--- config.mk ---
export PLATFORM = sky130hd
export DESIGN_NAME = ts_rx_detect_flat
export DESIGN_NICKNAME = d
export VERILOG_FILES = /design/src/rtl/ts_rx_detect_if.sv /design/src/rtl/ts_rx_detect.sv /design/src/flat_wrapper.sv
export SDC_FILE = /design/constraint.sdc
export NUM_CORES = 1
export LEC_CHECK = 0
export ABC_CLOCK_PERIOD_IN_PS = 7800
export CORE_MARGIN = 4
export CORE_UTILIZATION = 59
export DETAILED_ROUTE_END_ITERATION = 10
export PLACE_DENSITY = 0.88
export SYNTH_ARGS = -nofsm -noshare
export SYNTH_HDL_FRONTEND = slang
export SYNTH_SLANG_ARGS = --single-unit
export TNS_END_PERCENT = 10
--- constraint.sdc ---
create_clock -name rxclk -period 7.8 [get_ports rxclk]
set_input_delay 2.34 -clock rxclk [delete_from_list [all_inputs] [get_ports rxclk]]
set_output_delay 2.34 -clock rxclk [all_outputs]
set_load 0.01 [all_outputs]
--- src/rtl/ts_rx_detect_if.sv ---
// ts_rx_detect_if: PIPE 16-bit receive stream plus decoded training-set results.
//   master: drives rxdata16/rxdatak16/rxvalid16/rxstatus, observes results
//   slave : the decoder; consumes the rx stream, drives the detect/field outputs
interface ts_rx_detect_if #(
  parameter int CNT_W = 4
);
  logic [15:0]      rxdata16;    // [7:0] first symbol, [15:8] second
  logic [1:0]       rxdatak16;   // K flags per byte
  logic             rxvalid16;
  logic [2:0]       rxstatus;
  logic             ts1_det;
  logic             ts2_det;
  logic             ts_inv_det;
  logic             ts_err;
  logic [7:0]       link_num;
  logic [7:0]       lane_num;
  logic             link_pad;
  logic             lane_pad;
  logic [7:0]       n_fts;
  logic [7:0]       rate_id;
  logic [7:0]       train_ctrl;
  logic [CNT_W-1:0] consec_cnt;

  modport master (
    output rxdata16, rxdatak16, rxvalid16, rxstatus,
    input  ts1_det, ts2_det, ts_inv_det, ts_err, link_num, lane_num,
           link_pad, lane_pad, n_fts, rate_id, train_ctrl, consec_cnt
  );

  modport slave (
    input  rxdata16, rxdatak16, rxvalid16, rxstatus,
    output ts1_det, ts2_det, ts_inv_det, ts_err, link_num, lane_num,
           link_pad, lane_pad, n_fts, rate_id, train_ctrl, consec_cnt
  );
endinterface

--- src/rtl/ts_rx_detect.sv ---
// ts_rx_detect: TS1/TS2 ordered-set decoder on a 16-bit PIPE receive stream.
// A set is 8 words (16 symbols), COM in the low byte of word 0. Fields are
// staged while the set arrives and copied to the outputs only when a valid
// TS1/TS2 completes. consec_cnt counts identical back-to-back accepted sets.
//   rxclk : receive clock, all logic on rising edge
//   reset : asynchronous, active-high
//   bus   : ts_rx_detect_if.slave (rx stream in, pulses/fields/count out)
module ts_rx_detect #(
  parameter int CNT_W = 4
) (
  input logic         rxclk,
  input logic         reset,
  ts_rx_detect_if.slave bus
);

  typedef enum logic [2:0] {IDLE, W1, W2, W3, W4, W5, W6, W7} state_t;

  localparam logic [7:0] K_COM = 8'hBC;
  localparam logic [7:0] K_PAD = 8'hF7;
  localparam logic [7:0] ID_TS1 = 8'h4A;
  localparam logic [7:0] ID_TS2 = 8'h45;
  localparam logic [7:0] ID_TS1_INV = 8'hB5;
  localparam logic [7:0] ID_TS2_INV = 8'hBA;

  state_t           r_state;
  logic             r_ts1, r_ts2, r_inv, r_err;
  logic [7:0]       r_link, r_lane, r_nfts, r_rate, r_tc;
  logic             r_link_pad, r_lane_pad;
  logic [CNT_W-1:0] r_consec;
  logic             r_chain;     // last accepted set is a valid base for counting
  logic             r_last_ts2;  // type of last accepted set
  // staging
  logic [7:0]       r_s_link, r_s_lane, r_s_nfts, r_s_rate, r_s_tc, r_s_id;
  logic             r_s_link_pad, r_s_lane_pad;

  logic [7:0] w_lo, w_hi;
  logic       w_klo, w_khi;
  logic       w_com, w_word_ok, w_hi_pad, w_hi_badk, w_lo_pad;
  logic       w_abort, w_start, w_restart, w_adv, w_done;
  logic       w_s_ts, w_s_ts2, w_same;

  function automatic logic f_id_legal(input logic [7:0] b);
    return (b == ID_TS1) || (b == ID_TS2) || (b == ID_TS1_INV) || (b == ID_TS2_INV);
  endfunction

  assign w_lo      = bus.rxdata16[7:0];
  assign w_hi      = bus.rxdata16[15:8];
  assign w_klo     = bus.rxdatak16[0];
  assign w_khi     = bus.rxdatak16[1];
  assign w_com     = w_klo && (w_lo == K_COM);
  assign w_word_ok = bus.rxvalid16 && (bus.rxstatus != 3'b100) && (bus.rxstatus != 3'b111);
  assign w_hi_pad  = w_khi && (w_hi == K_PAD);
  assign w_hi_badk = w_khi && (w_hi != K_PAD);
  assign w_lo_pad  = w_klo && (w_lo == K_PAD);

  // Per-word decode. IDLE never raises an error except for a COM word whose
  // link byte is an illegal K. A COM mid-set both flags an error and starts
  // the new set on the same word so no cycle is lost.
  always_comb begin
    w_abort   = 1'b0;
    w_start   = 1'b0;
    w_restart = 1'b0;
    w_adv     = 1'b0;
    if (r_state == IDLE) begin
      if (w_word_ok && w_com) begin
        if (w_hi_badk) w_abort = 1'b1;
        else           w_start = 1'b1;
      end
    end else if (!w_word_ok) begin
      w_abort = 1'b1;
    end else if (w_com) begin
      if (w_hi_badk) begin
        w_abort = 1'b1;
      end else begin
        w_start   = 1'b1;
        w_restart = 1'b1;
      end
    end else begin
      case (r_state)
        W1:      w_abort = (w_klo && !w_lo_pad) || w_khi;
        W2:      w_abort = w_klo || w_khi;
        W3:      w_abort = w_klo || w_khi || !f_id_legal(w_lo) || (w_hi != w_lo);
        default: w_abort = w_klo || w_khi || (w_lo != r_s_id) || (w_hi != r_s_id);
      endcase
      w_adv = !w_abort;
    end
  end

  assign w_done  = w_adv && (r_state == W7);
  assign w_s_ts2 = (r_s_id == ID_TS2);
  assign w_s_ts  = (r_s_id == ID_TS1) || w_s_ts2;
  assign w_same  = r_chain && (w_s_ts2 == r_last_ts2) &&
                   (r_s_link == r_link) && (r_s_lane == r_lane) &&
                   (r_s_nfts == r_nfts) && (r_s_rate == r_rate) && (r_s_tc == r_tc) &&
                   (r_s_link_pad == r_link_pad) && (r_s_lane_pad == r_lane_pad);

  always_ff @(posedge rxclk or posedge reset) begin
    if (reset) begin
      r_state      <= IDLE;
      r_ts1        <= 1'b0;
      r_ts2        <= 1'b0;
      r_inv        <= 1'b0;
      r_err        <= 1'b0;
      r_link       <= '0;
      r_lane       <= '0;
      r_nfts       <= '0;
      r_rate       <= '0;
      r_tc         <= '0;
      r_link_pad   <= 1'b0;
      r_lane_pad   <= 1'b0;
      r_consec     <= '0;
      r_chain      <= 1'b0;
      r_last_ts2   <= 1'b0;
      r_s_link     <= '0;
      r_s_lane     <= '0;
      r_s_nfts     <= '0;
      r_s_rate     <= '0;
      r_s_tc       <= '0;
      r_s_id       <= '0;
      r_s_link_pad <= 1'b0;
      r_s_lane_pad <= 1'b0;
    end else begin
      r_ts1 <= 1'b0;
      r_ts2 <= 1'b0;
      r_inv <= 1'b0;
      r_err <= w_abort || w_restart;

      if (w_abort || w_restart) begin
        r_consec <= '0;
        r_chain  <= 1'b0;
      end
      if (w_abort) r_state <= IDLE;

      if (w_start) begin
        r_state      <= W1;
        r_s_link     <= w_hi_pad ? 8'h00 : w_hi;
        r_s_link_pad <= w_hi_pad;
      end

      if (w_adv) begin
        case (r_state)
          W1: begin
            r_s_lane     <= w_lo_pad ? 8'h00 : w_lo;
            r_s_lane_pad <= w_lo_pad;
            r_s_nfts     <= w_hi;
          end
          W2: begin
            r_s_rate <= w_lo;
            r_s_tc   <= w_hi;
          end
          W3:      r_s_id <= w_lo;
          default: ;
        endcase
        r_state <= (r_state == W7) ? IDLE : state_t'(r_state + 3'd1);
      end

      if (w_done) begin
        if (w_s_ts) begin
          r_ts1      <= !w_s_ts2;
          r_ts2      <= w_s_ts2;
          r_link     <= r_s_link;
          r_lane     <= r_s_lane;
          r_nfts     <= r_s_nfts;
          r_rate     <= r_s_rate;
          r_tc       <= r_s_tc;
          r_link_pad <= r_s_link_pad;
          r_lane_pad <= r_s_lane_pad;
          r_last_ts2 <= w_s_ts2;
          r_chain    <= 1'b1;
          if (w_same) r_consec <= (r_consec == '1) ? r_consec : r_consec + CNT_W'(1);
          else        r_consec <= CNT_W'(1);
        end else begin
          // inverted polarity: report only, break the identical-set run
          r_inv    <= 1'b1;
          r_consec <= '0;
          r_chain  <= 1'b0;
        end
      end
    end
  end

  assign bus.ts1_det    = r_ts1;
  assign bus.ts2_det    = r_ts2;
  assign bus.ts_inv_det = r_inv;
  assign bus.ts_err     = r_err;
  assign bus.link_num   = r_link;
  assign bus.lane_num   = r_lane;
  assign bus.link_pad   = r_link_pad;
  assign bus.lane_pad   = r_lane_pad;
  assign bus.n_fts      = r_nfts;
  assign bus.rate_id    = r_rate;
  assign bus.train_ctrl = r_tc;
  assign bus.consec_cnt = r_consec;

endmodule

--- src/flat_wrapper.sv ---
// flat-port wrapper written by rule: the top's interface ports become plain ports
module ts_rx_detect_flat 
#(
  parameter int CNT_W = 4
)
  (rxclk, reset, bus_rxdata16, bus_rxdatak16, bus_rxvalid16, bus_rxstatus, bus_ts1_det, bus_ts2_det, bus_ts_inv_det, bus_ts_err, bus_link_num, bus_lane_num, bus_link_pad, bus_lane_pad, bus_n_fts, bus_rate_id, bus_train_ctrl, bus_consec_cnt);
  ts_rx_detect_if #(.CNT_W(CNT_W)) bus_i ();
  input logic rxclk;
  input logic reset;
  input wire logic [$bits(bus_i.rxdata16)-1:0] bus_rxdata16;
  input wire logic [$bits(bus_i.rxdatak16)-1:0] bus_rxdatak16;
  input wire logic [$bits(bus_i.rxvalid16)-1:0] bus_rxvalid16;
  input wire logic [$bits(bus_i.rxstatus)-1:0] bus_rxstatus;
  output wire logic [$bits(bus_i.ts1_det)-1:0] bus_ts1_det;
  output wire logic [$bits(bus_i.ts2_det)-1:0] bus_ts2_det;
  output wire logic [$bits(bus_i.ts_inv_det)-1:0] bus_ts_inv_det;
  output wire logic [$bits(bus_i.ts_err)-1:0] bus_ts_err;
  output wire logic [$bits(bus_i.link_num)-1:0] bus_link_num;
  output wire logic [$bits(bus_i.lane_num)-1:0] bus_lane_num;
  output wire logic [$bits(bus_i.link_pad)-1:0] bus_link_pad;
  output wire logic [$bits(bus_i.lane_pad)-1:0] bus_lane_pad;
  output wire logic [$bits(bus_i.n_fts)-1:0] bus_n_fts;
  output wire logic [$bits(bus_i.rate_id)-1:0] bus_rate_id;
  output wire logic [$bits(bus_i.train_ctrl)-1:0] bus_train_ctrl;
  output wire logic [$bits(bus_i.consec_cnt)-1:0] bus_consec_cnt;
  assign bus_i.rxdata16 = bus_rxdata16;
  assign bus_i.rxdatak16 = bus_rxdatak16;
  assign bus_i.rxvalid16 = bus_rxvalid16;
  assign bus_i.rxstatus = bus_rxstatus;
  assign bus_ts1_det = bus_i.ts1_det;
  assign bus_ts2_det = bus_i.ts2_det;
  assign bus_ts_inv_det = bus_i.ts_inv_det;
  assign bus_ts_err = bus_i.ts_err;
  assign bus_link_num = bus_i.link_num;
  assign bus_lane_num = bus_i.lane_num;
  assign bus_link_pad = bus_i.link_pad;
  assign bus_lane_pad = bus_i.lane_pad;
  assign bus_n_fts = bus_i.n_fts;
  assign bus_rate_id = bus_i.rate_id;
  assign bus_train_ctrl = bus_i.train_ctrl;
  assign bus_consec_cnt = bus_i.consec_cnt;
  ts_rx_detect #(.CNT_W(CNT_W)) u_core (.rxclk(rxclk), .reset(reset), .bus(bus_i));
endmodule
; ---- Yosys cells after proc, flatten, opt, wreduce, memory -nomap -nowiden
; Cells that the tools add are included.
[word_totals]
wordCells = 132
regBits = 105
in_bits = 24
out_inout_bits = 50
[op_classes]
eq_ne = 29
reduce_logical = 40
addsub = 2
n_mux = 38
[ops]
columns = cell, count
row1 = $eq A8 B8 Y1, 5
row2 = $eq A8 B8 Y1 const B, 5
row3 = $eq A8 B7 Y1 const B, 4
row4 = $mux W1, 26
row5 = $ne A8 B8 Y1, 3
row6 = $mux W4, 5
row7 = $logic_and A1 B1 Y1, 17
row8 = $mux W8, 2
row9 = $mux W3, 4
row10 = $logic_or A1 B1 Y1, 11
row11 = $reduce_and A2 Y1, 5
row12 = $ne A8 B8 Y1 const B, 1
row13 = $eq A3 B2 Y1 const B, 2
row14 = $ne A3 B3 Y1 const B, 2
row15 = $add A4 B1 Y4 const B, 1
row16 = $eq A4 B4 Y1 const B, 1
row17 = $logic_not A1 Y1, 4
row18 = $ne A4 B4 Y1 const B, 1
row19 = $add A3 B1 Y3 const B, 1
row20 = $eq A1 B1 Y1, 3
row21 = $eq A3 B1 Y1 const B, 1
row22 = $eq A3 B3 Y1 const B, 1
row23 = $logic_not A3 Y1, 1
row24 = $pmux W1 S3, 1
row25 = other kinds (2), 2

; ---- Logic depth before layout (Yosys ltp)
[depth]
word_depth = 18
mapped_depth = 10
ltp_nobuf = 9

; ---- Worst setup path after synthesis
; Ideal clock, no wire load.
[synth_timing]
path_kind = in2reg
from = in bus_rxdata16[3]
to = reg u_core.r_lane[7] (netlist: u_core.bus.lane_num[7])
n_path_buf = 2
cell_stages = 8
setup_slack_ns = 3.325
arrival_ns = 4.349
setup_time_ns = 0.125
path_cell_list = buf_6 -> or3_1 -> a222oi_1 -> a41o_2 -> o2111ai_4 -> a21oi_4 -> buf_12 -> mux2_4
[synth_between]
elab_chain_cells = 17
word_cells_on_any_way = 31
cone_classes = eq/ne: 8 / mux: 7 / reduce/logical: 16
[synth_lines]
columns = element, line_no
row1 = from (decl), flat_wrapper.sv:10  ; input wire logic [$bits(bus_i.rxdata16)-1:0] bus_rxdata16;
row2 = $eq A8 B7 Y1, ts_rx_detect.sv:43  ; return (b == ID_TS1) || (b == ID_TS2) || (b == ID_TS1_INV) || (b == ID_TS2_INV);
row3 = $logic_or A1 B1 Y1 (3 in a row), ts_rx_detect.sv:43
row4 = $logic_not A1 Y1, ts_rx_detect.sv:82  ; W3: w_abort = w_klo || w_khi || !f_id_legal(w_lo) || (w_hi != w_lo);
row5 = $logic_or A1 B1 Y1 (2 in a row), ts_rx_detect.sv:82
row6 = $pmux W1 S3, ts_rx_detect.sv:79  ; case (r_state)
row7 = $mux W1, ts_rx_detect.sv:71  ; end else if (w_com) begin
row8 = $mux W1, ts_rx_detect.sv:69  ; end else if (!w_word_ok) begin
row9 = $mux W1, ts_rx_detect.sv:64  ; if (r_state == IDLE) begin
row10 = $logic_not A1 Y1, ts_rx_detect.sv:85  ; w_adv = !w_abort;
row11 = $mux W1 (*), ts_rx_detect.sv:71
row12 = $mux W1 (*), ts_rx_detect.sv:69
row13 = $mux W1 (*), ts_rx_detect.sv:64
row14 = $logic_and A1 B1 Y1 (*), ts_rx_detect.sv:89  ; assign w_done = w_adv && (r_state == W7);
row15 = $reduce_and A2 Y1 (no source line) (*), -
row16 = to (signal assigned), ts_rx_detect.sv:162  ; r_lane <= r_s_lane;
row17 = to (decl), ts_rx_detect.sv:27  ; logic [7:0] r_link, r_lane, r_nfts, r_rate, r_tc;
; Every way passes the cells marked *; elsewhere a longest branch is shown, timed or not. The select of a mux whose other input is x is not followed.
; A chain may end at the register's enable or synchronous reset.

; ---- Worst setup path after layout
[layout_timing]
from = in bus_rxdata16[7]
to = reg u_core.r_link_pad (netlist: u_core.bus.link_pad)
[layout_between]
elab_chain_cells = 17
word_cells_on_any_way = 31
cone_classes = eq/ne: 8 / mux: 7 / reduce/logical: 16
[layout_lines]
columns = element, line_no
row1 = $eq A8 B7 Y1, ts_rx_detect.sv:43
row2 = $logic_or A1 B1 Y1 (3 in a row), ts_rx_detect.sv:43
row3 = $logic_not A1 Y1, ts_rx_detect.sv:82
row4 = $logic_or A1 B1 Y1 (2 in a row), ts_rx_detect.sv:82
row5 = $pmux W1 S3, ts_rx_detect.sv:79
row6 = $mux W1, ts_rx_detect.sv:71
row7 = $mux W1, ts_rx_detect.sv:69
row8 = $mux W1, ts_rx_detect.sv:64
row9 = $logic_not A1 Y1, ts_rx_detect.sv:85
row10 = $mux W1 (*), ts_rx_detect.sv:71
row11 = $mux W1 (*), ts_rx_detect.sv:69
row12 = $mux W1 (*), ts_rx_detect.sv:64
row13 = $logic_and A1 B1 Y1 (*), ts_rx_detect.sv:89
row14 = $reduce_and A2 Y1 (no source line) (*), -
row15 = to (signal assigned), ts_rx_detect.sv:166  ; r_link_pad <= r_s_link_pad;
row16 = to (decl), ts_rx_detect.sv:28  ; logic r_link_pad, r_lane_pad;
; Marked as above.

==> impl_metrics.ini <==
[run_status]
outcome = finished clean

[critical_path]
worstSetupPathType = in -> reg
worstRegToRegCells = 8
path_cells = clkdlybuf4s50_1 -> or3_1 -> a222oi_1 -> a41o_2 -> o2111ai_4 -> a21oi_4 -> buf_4 -> mux2_2
delay_of_the_slowest_cell_on_the_worst_path_ps = 630
timing.critical_path.slowest_stage_cell = sky130_fd_sc_hd__clkdlybuf4s50_1
rr_startpoint = u_core.r_state[1]$_DFFE_PP0P_
worst_ep_arrival_time_ps = 5610
worst_setup_path_end_kind = register
worstReg2RegEnd = u_core.bus.link_pad$_DFFE_PP0P_
rrSetupSlack_ps = 4410
critical_path_peak_fanout = 23
crit_family = compound AO/OA/AOI/OAI gates
critical_path_required_ps = 8050
number_of_buffers_and_inverters_on_the_critical_path = 2
crit_path_start_kind = primary input

[pwr]
cellInternalPower_uw = 725
share_comb_of_total_power = 0.062
worst_ir_drop_vdd_mv = 0.0889
power.share.sequential = 0.574
power_switching_uw = 235
clockPowerShare = 0.364
power_leakage_nw = 2.86
switching_share = 0.245
power_per_cell_area_nw_per_um2 = 155

[grt]
globalRoute.totalOverflow = 0
globalRouteTotalUtil = 0.244
global_route_wire_length_before_repair_um = 19500
number_of_global_route_vias_before_repair = 3826
initial_antenna_violation_count = 0
largest_net_degree_at_the_start_of_global_routing = 71

[placed_design]
detailed_place.area_um2 = 6000
buffer_ports.inserted = 73
last_weighted_congestion_value_of_the_routability_driven_placer = 0.948
estimated_wirelength_of_the_detail_placed_design_um = 8600

[routing]
route.detailed.vias_per_inst = 6.12
routed_wire_length_per_instance_um = 19.8
drtAntennaViolNets = 0
drt-pass1-iter-count = 5
drt-total-wl_um = 12100
drt_drc_violations_left = 0
dr.first_iter.drc_count = 386
vias = 3725

[synthesis]
yosys-top-cells-area = sky130_fd_sc_hd__dfrtp_1 50%, sky130_fd_sc_hd__mux2_2 8.0%, sky130_fd_sc_hd__mux2_4 6.9%, sky130_fd_sc_hd__xnor2_1 5.4%, sky130_fd_sc_hd__nand2_1 2.3%
yosys.area.top_type = sky130_fd_sc_hd__dfrtp_1
post_synth_num_cell_types = 60
synthesis.area_per_instance_um2 = 12.3
ys_async_sr_fraction = 1.00
synth-seq-area-share = 0.502
prevailing_post_synth_register_cell = sky130_fd_sc_hd__dfrtp_1
syn_nets = 456
synthesis.instances = 425
synth_top_area_frac = 0.502
number_of_enable_flip_flop_cells_after_synthesis = 0
syn_area_um2 = 5230
ys_ff_latch = 105
yosys_warnings = 0

[floorplan]
start_util = 0.603
io_pins = 74
num_rows = 34
die_height_um = 102
fp.coreArea_um2 = 8680
die_width_um = 102
design.die.area_um2 = 10400

[clock_network]
tritoncts_num_sinks = 105
tritoncts_buffer_count = 9
cts_hold_buf = 0
htreeDepth = 3
clock_edge_transition_at_the_registers_on_the_reported_setup_and_hold_paths_ps = 100
clk_path_buf_depth = 2
cts_tree = done
cts.repair.resized = 0
cts.root.buffer_cell = sky130_fd_sc_hd__clkbuf_8
postCtsSetupRepairBufs = 0
clock_latency_on_the_worst_skew_pair_ps = 370

[sta]
hold_viol_final = 0
max_slew.worst_pin.slew_ps = 853
worst_slew_margin_rel = 0.432
rsz0062_at_grt = false
final.setup_skew_ps = 16.4
setup_total_negative_slack_ps = 0
setup_viol = 0
layout_worst_path_cycle_share = 0.687
final-max-slew-violation-count = 0
max_clock_freq_ghz = 0.187
finalCriticalPeriod_ps = 5360

[worst_hold_path]
worstHoldStart = u_core.r_chain$_DFFE_PP0P_
worstHoldPathCells = 2
worstHoldPathType = reg -> reg
hold_end = u_core.r_chain$_DFFE_PP0P_

[layout]
finish.net_count = 527
most-common-layout-cells = 105 x sky130_fd_sc_hd__dfrtp_1, 73 x sky130_fd_sc_hd__clkdlybuf4s50_1, 37 x sky130_fd_sc_hd__mux2_2
layout.cells.most_common = sky130_fd_sc_hd__dfrtp_1
fillerInstances = 599
multi_input_comb_area_um2 = 2430
final_cell_area_um2 = 6200
antenna_cells = 0
final_layout_size_suffix_gt1_frac = 0.182
syn_to_final_growth_pct = 18.5
seqCellArea_um2 = 2630

[run]
max_cap_violations = 0
cell type report:
type / instances / share of cell area
sequential: 105 / 0.424
multi-input combinational: 290 / 0.392
timing repair buffer: 75 / 0.120
tap: 108 / 0.0218
clock buffer: 10 / 0.0206
clock inverter: 6 / 0.0121
inverter: 15 / 0.00948
metal layers:
metal / vias to the layer above / share of wire / wire [um] / GRT usage
met2: 154 / 0.50 / 6000 / 0.397
met3: 32 / 0.065 / 790 / 0.0464
met5: - / 0 / 0 / 0
li1: 1667 / - / - / -
met4: 0 / 0.023 / 279 / 0.0959
met1: 1872 / 0.41 / 5000 / 0.324
worst max path at each step:
stage	start	end	slack [ps]	cells after the start
finish	bus_rxdata16[7]	u_core.bus.link_pad$_DFFE_PP0P_	2440	8
global route	bus_rxdata16[3]	u_core.bus.link_pad$_DFFE_PP0P_	2330	8
CTS	bus_rxdata16[7]	u_core.bus.link_pad$_DFFE_PP0P_	2500	8
detailed placement	bus_rxdata16[7]	u_core.bus.link_pad$_DFFE_PP0P_	2110	8
global placement	bus_rxdata16[3]	u_core.bus.train_ctrl[7]$_DFFE_PP0P_	2190	8
floorplan	reset	u_core.bus.consec_cnt[0]$_DFFE_PP0P_	2700	1
worst register-to-register path, delay by kind of cell (launching register included):
| family | cells | cell delay, ps |
|---|---|---|
| flip-flops | 1 | 430 |
| AO/OA/AOI/OAI | 3 | 1010 |
| adder cells (fa/ha/maj) | 2 | 460 |
| AND/OR/NAND/NOR | 1 | 530 |
| multiplexers | 1 | 390 |
| buffers and inverters | 1 | 470 |
metrics by stage:
step	hold WS [ps]	worst slack (ps)	util	total power, mW	std cells
finish	501	2440	0.715	0.960	609
global route	565	2330	0.715	0.991	609
CTS	512	2500	0.715	0.964	609
detailed placement	487	2110	0.691	0.621	593
global placement	479	2190	0.691	0.619	593
floorplan	441	2700	-	0.590	425
synthesized netlist by cell type (all sizes together), types with 3 or more instances:
cell,n
dfrtp,105
mux2,70
nand2,33
xnor2,32
o21ai,20
inv,15
nand4,13
xor2,13
buf,12
nand3,12
nor2,12
a21oi,10
a22o,9
or3,8
ha,7
nor3,5
and3,4
nor4,4
nor4b,4
clkbuf,3
cell families after synthesis:
logic type	count (synthesis)	share of synthesized area
buffers and inverters	30	0.0330
AO/OA/AOI/OAI	58	0.0856
AND/OR/NAND/NOR	109	0.117
flip-flops	105	0.502
adder cells (fa/ha/maj)	7	0.0167
multiplexers	71	0.170
XOR/XNOR	45	0.0753
power by group through the flow:
stage	clock (mW)	combinational, mW	sequential (mW)
after global routing	0.374	0.0652	0.552
after floorplan	0	0.0282	0.562
final	0.349	0.0595	0.551
after detailed placement	0	0.0588	0.562
after CTS	0.353	0.0595	0.551
after global placement	0	0.0576	0.562
Power figures use the tool's default switching activity.
==> RTL edit 1, RTL diff (config.mk and constraints unchanged) <==
`CNT_W` is set to 4 in 3 places; all go to 5.
--- a/src/rtl/ts_rx_detect_if.sv
+++ b/src/rtl/ts_rx_detect_if.sv
@@ -4,3 +4,3 @@
 interface ts_rx_detect_if #(
-  parameter int CNT_W = 4
+  parameter int CNT_W = 5
 );
--- a/src/rtl/ts_rx_detect.sv
+++ b/src/rtl/ts_rx_detect.sv
@@ -8,3 +8,3 @@
 module ts_rx_detect #(
-  parameter int CNT_W = 4
+  parameter int CNT_W = 5
 ) (
--- a/src/flat_wrapper.sv
+++ b/src/flat_wrapper.sv
@@ -3,3 +3,3 @@
 #(
-  parameter int CNT_W = 4
+  parameter int CNT_W = 5
 )
Ports: changed (resized bus_consec_cnt); port bits go from 74 to 75. The function was not compared with the original's and may differ.
==> RTL edit 1 against the original RTL <==
- synthesized cell count up 1.4%
- register-to-register slack improved by 110 ps
- area after synthesis shrank 0.36%
- critical path depth up 1
- final cell count rose by 1.1%
- clock skew decreased by 9.6 ps
- maximum frequency down 0.66%
- cell area is 0.91% higher
- core utilization up 0.65 points
- sequential power increased by 0.9%
- wire length up 0.56%
- setup slack lost 36 ps
- total power grew 2.8%
- sequential cell count rose by 1
- critical path type unchanged
- highest routed layer unchanged
==> RTL edit 1: results (changes against the original RTL) <==
[grt]
grt_use_met3_pct=5.39  ; +0.75 points
grt_use_total_pct=24.7  ; +0.37 points
grt_pass1_vias=3867  ; +1.1%
grt_pass1_wl_um=19500  ; +0.14%
use_met2_pct=40.7  ; +1.0 points

[routing]
drtIter0Drc=241  ; -38%
first_pass_iters=4  ; -1
route.met3.wl_um=837  ; +5.9%
via_count=3691  ; -0.91%
met1Wirelength_um=4940  ; -1.2%
wl_met2_um=6010  ; +0.22%
wl_um=12100  ; +0.56%
vias_per_cell=5.99  ; -2.0%

[yosys]
synth_commonest_cells=106 x dfrtp_1, 71 x mux2_2, 40 x xor2_1
synth_compound_area_share_pct=6.43  ; -2.1 points
synth_xor_area_share_pct=8.23  ; +0.70 points
synth.area.mux_share_pct=17.7  ; +0.76 points
synthAdderAreaFrac_pct=1.92  ; +0.25 points
synth_nets=463  ; +1.5%
yosysSeqAreaShare_pct=50.9  ; +0.66 points
ys_ff_latch=106  ; +0.95%
post_synth.cell_area_avg_um2=12.1  ; -1.7%
synthesis.area_um2=5210  ; -0.36%

[final_layout]
nMultiInputCombCells=288  ; -0.69%
fillers=620  ; +3.5%
seqCellArea_um2=2650  ; +0.95%
layout-drive-gt1-share_pct=19.3  ; +1.1 points
layout.nonclk_buf_share_pct=12.1  ; +0.052 points
nNonClkInverters=22  ; +7
buffers=76  ; +1.3%
clock_area_share_pct=3.56  ; +0.29 points

[placed_design]
io_buffers=74  ; +1.4%
gp_congestion=0.916  ; -3.3%
placed_area_um2=6030  ; +0.61%
dp_slack_ps=2120  ; +13.7 ps
numPlacedInstances=600  ; +1.2%
hpwl_um=8710  ; +1.3%

[worst_setup_path]
critPathArrivalTime_ps=5670  ; +60 ps
crit_path_max_incr_delay_ps=730  ; +100 ps
reg2reg_slack_ps=4520  ; +110 ps
r2r-end=u_core.bus.consec_cnt[0]
worstPathMaxFanout=45  ; +96%

[hold_path]
min-delay-start=u_core.r_s_lane[3]

[sta]
whs_ps=549  ; +48.1 ps
worst_pin_slew_ps=939  ; +86.6 ps
finClkSkew_ps=6.75  ; -9.61 ps

[pwr]
powerDensity_nw_per_um2=158  ; +1.9%
p_leak_uw=0.00311  ; +8.9%
peakVddDrop_v=0.0000841  ; -5.4%
pg_clk_uw=363  ; +4%
p_int_uw=764  ; +5.4%
pg_seq_uw=556  ; +0.9%

[outcome]
status=completed

## RTL edit 1: cell count changes in the layout (fill, tap and decap cells not counted), sizes merged, moves of 6 or more
cell | unedited run | this run
mux2i | 1 | 8
nor3 | 5 | 11
inv | 17 | 23
nand2 | 33 | 18
xnor2 | 32 | 9
nor4 | 4 | 11
o21ai | 20 | 8
nand4 | 13 | 7
xor2 | 13 | 40
a21oi | 10 | 3
nor2b | 2 | 8
## RTL edit 1: worst max-delay path by stage
| stage | start | end | slack [ps] |
|---|---|---|---|
| 2_1_floorplan | reset | u_core.bus.consec_cnt[0] | 2670 |
| 3_3_place_gp | bus_rxdata16[1] | u_core.bus.consec_cnt[0] | 2210 |
| 3_5_place_dp | bus_rxdata16[1] | u_core.bus.consec_cnt[0] | 2120 |
| 4_1_cts | bus_rxdata16[1] | u_core.bus.consec_cnt[0] | 2500 |
| 5_1_grt | bus_rxdata16[2] | u_core.bus.consec_cnt[0] | 2280 |
| 6_report | bus_rxdata16[2] | u_core.bus.consec_cnt[0] | 2410 |
==> RTL edit 2, RTL diff (same settings) <==
Without the edit above. Make the reset (`reset`) synchronous in one clocked block. Comments in the files are not updated.
--- a/src/rtl/ts_rx_detect.sv
+++ b/src/rtl/ts_rx_detect.sv
@@ -96,3 +96,3 @@
 
-  always_ff @(posedge rxclk or posedge reset) begin
+  always_ff @(posedge rxclk) begin
     if (reset) begin
Behaviour: differs if reset is asserted again (counterexample within 4 cycles, from zero or initial values and one cycle with reset high); with reset held inactive, the same outputs for 10 cycles.
==> RTL edit 2 against the original RTL <==
- setup slack better by 16 ps
- wire length is 4.8% higher
- sequential cell count stayed put
- synthesized cell count is 36% higher
- total power is 6.8% lower
- register-to-register slack better by 170 ps
- critical path depth stayed put
- worst hold slack worse by 29 ps
- cell area is 5.8% lower
- area after synthesis is 3.3% lower
- critical endpoint is now u_core.r_s_nfts[3]
- largest power group unchanged
==> RTL edit 2: results (changes against the original RTL) <==
[yosys]
synthArstFlopShare_pct=0  ; -100 points
syn_inst=579  ; +36%
synth_commonest_cells=105 x dfxtp_1, 79 x nor2_1, 75 x nand2_1
yosysSeqAreaShare_pct=41.6  ; -8.7 points
synth_nets=610  ; +34%
synth.area.mux_share_pct=6.73  ; -10 points
synth_area_leaders=dfxtp_1 42%, mux2i_1 6.7%, nor2_1 5.9%
synth_xor_area_share_pct=8.14  ; +0.60 points
synth_compound_area_share_pct=12.4  ; +3.9 points

[final_layout]
nMultiInputCombCells=416  ; +43%
clock_area_share_pct=3.02  ; -0.25 points
multi_input_area_um2=2610  ; +7.3%
seqCellArea_um2=2100  ; -20%
buffers=76  ; +1.3%
nNonClkInverters=20  ; +5
fillers=641  ; +7.0%
layout-drive-gt1-share_pct=6.48  ; -12 points
fin_util_pct=70.7  ; -0.73 points
nets=659  ; +25%
instances_no_fill=738  ; +21%

[pwr]
pg_seq_uw=536  ; -3%
power_uw=894  ; -6.8%
peakVddDrop_v=0.000109  ; +22%
p_leak_uw=0.00206  ; -28%
p_int_uw=673  ; -7.1%
p_clk_share_pct=35.0  ; -1.4 points

[placed_design]
placed_area_um2=5660  ; -5.6%
hpwl_um=9010  ; +4.8%
gp_congestion=0.921  ; -2.8%
dp_slack_ps=2110  ; -2.62 ps
numPlacedInstances=722  ; +22%

[grt]
groute.layer.met1.usage_pct=34.4  ; +2.0 points
grt_use_met3_pct=3.94  ; -0.70 points
grt_use_total_pct=25.8  ; +1.4 points
grt_pass1_vias=4196  ; +9.7%
grt_pass1_wl_um=20800  ; +6.8%
use_met2_pct=42.3  ; +2.5 points

[worst_setup_path]
r2r-end=u_core.r_s_nfts[3]
critPathArrivalTime_ps=5570  ; -40 ps
crit_family=simple AND/OR/NAND/NOR gates
reg2reg_slack_ps=4580  ; +170 ps
crit_path_top_delay_cell=and4_1
worstPathMaxFanout=24  ; +4.3%
crit_path_max_incr_delay_ps=900  ; +270 ps
rr_startpoint=u_core.r_state[0]

[routing]
vias_per_cell=5.82  ; -4.9%
drtIter0Drc=349  ; -9.6%
first_pass_iters=7  ; +2
met1Wirelength_um=5420  ; +8.3%
wl_um=12600  ; +4.8%
wl_met2_um=6150  ; +2.5%

[sta]
finClkSkew_ps=19.4  ; +3.08 ps
whs_ps=472  ; -29.0 ps
timing.slew.headroom_pct=30.1  ; -13 points

[outcome]
status=completed

[die]
n_tap_cell=105  ; -2.8%

[hold_path]
min_to=u_core.r_last_ts2

==> RTL edit 2: cell count changes after synthesis, sizes merged, moves of 40 or more <==
cell / unedited run / this run
mux2: 70 / 0
nand2: 33 / 75
dfxtp: 0 / 105
dfrtp: 105 / 0
a21oi: 10 / 50
nor2: 12 / 79
==> RTL edit 2: worst max path at each step <==
| stage | endpoint | depth (start not counted) |
|---|---|---|
| global placement | u_core.r_s_lane[1] | 8 |
| detailed placement | u_core.r_s_nfts[3] | 8 |
| finish | u_core.r_s_nfts[3] | 8 |
| global route | u_core.r_s_nfts[3] | 8 |
| floorplan | u_core.r_s_rate[4] | 10 |
| CTS | u_core.r_s_nfts[3] | 8 |
==> RTL edit 2: worst register-to-register path: cells and delay by family (launching register included) <==
| family | cells | cell delay [ps] |
|---|---|---|
| AO/OA/AOI/OAI | 3 | 1070 |
| AND/OR/NAND/NOR | 2 | 960 |
| flip-flops | 1 | 400 |
| multiplexers | 1 | 310 |
| adder cells (fa/ha/maj) | 1 | 250 |
| buffers and inverters | 1 | 100 |
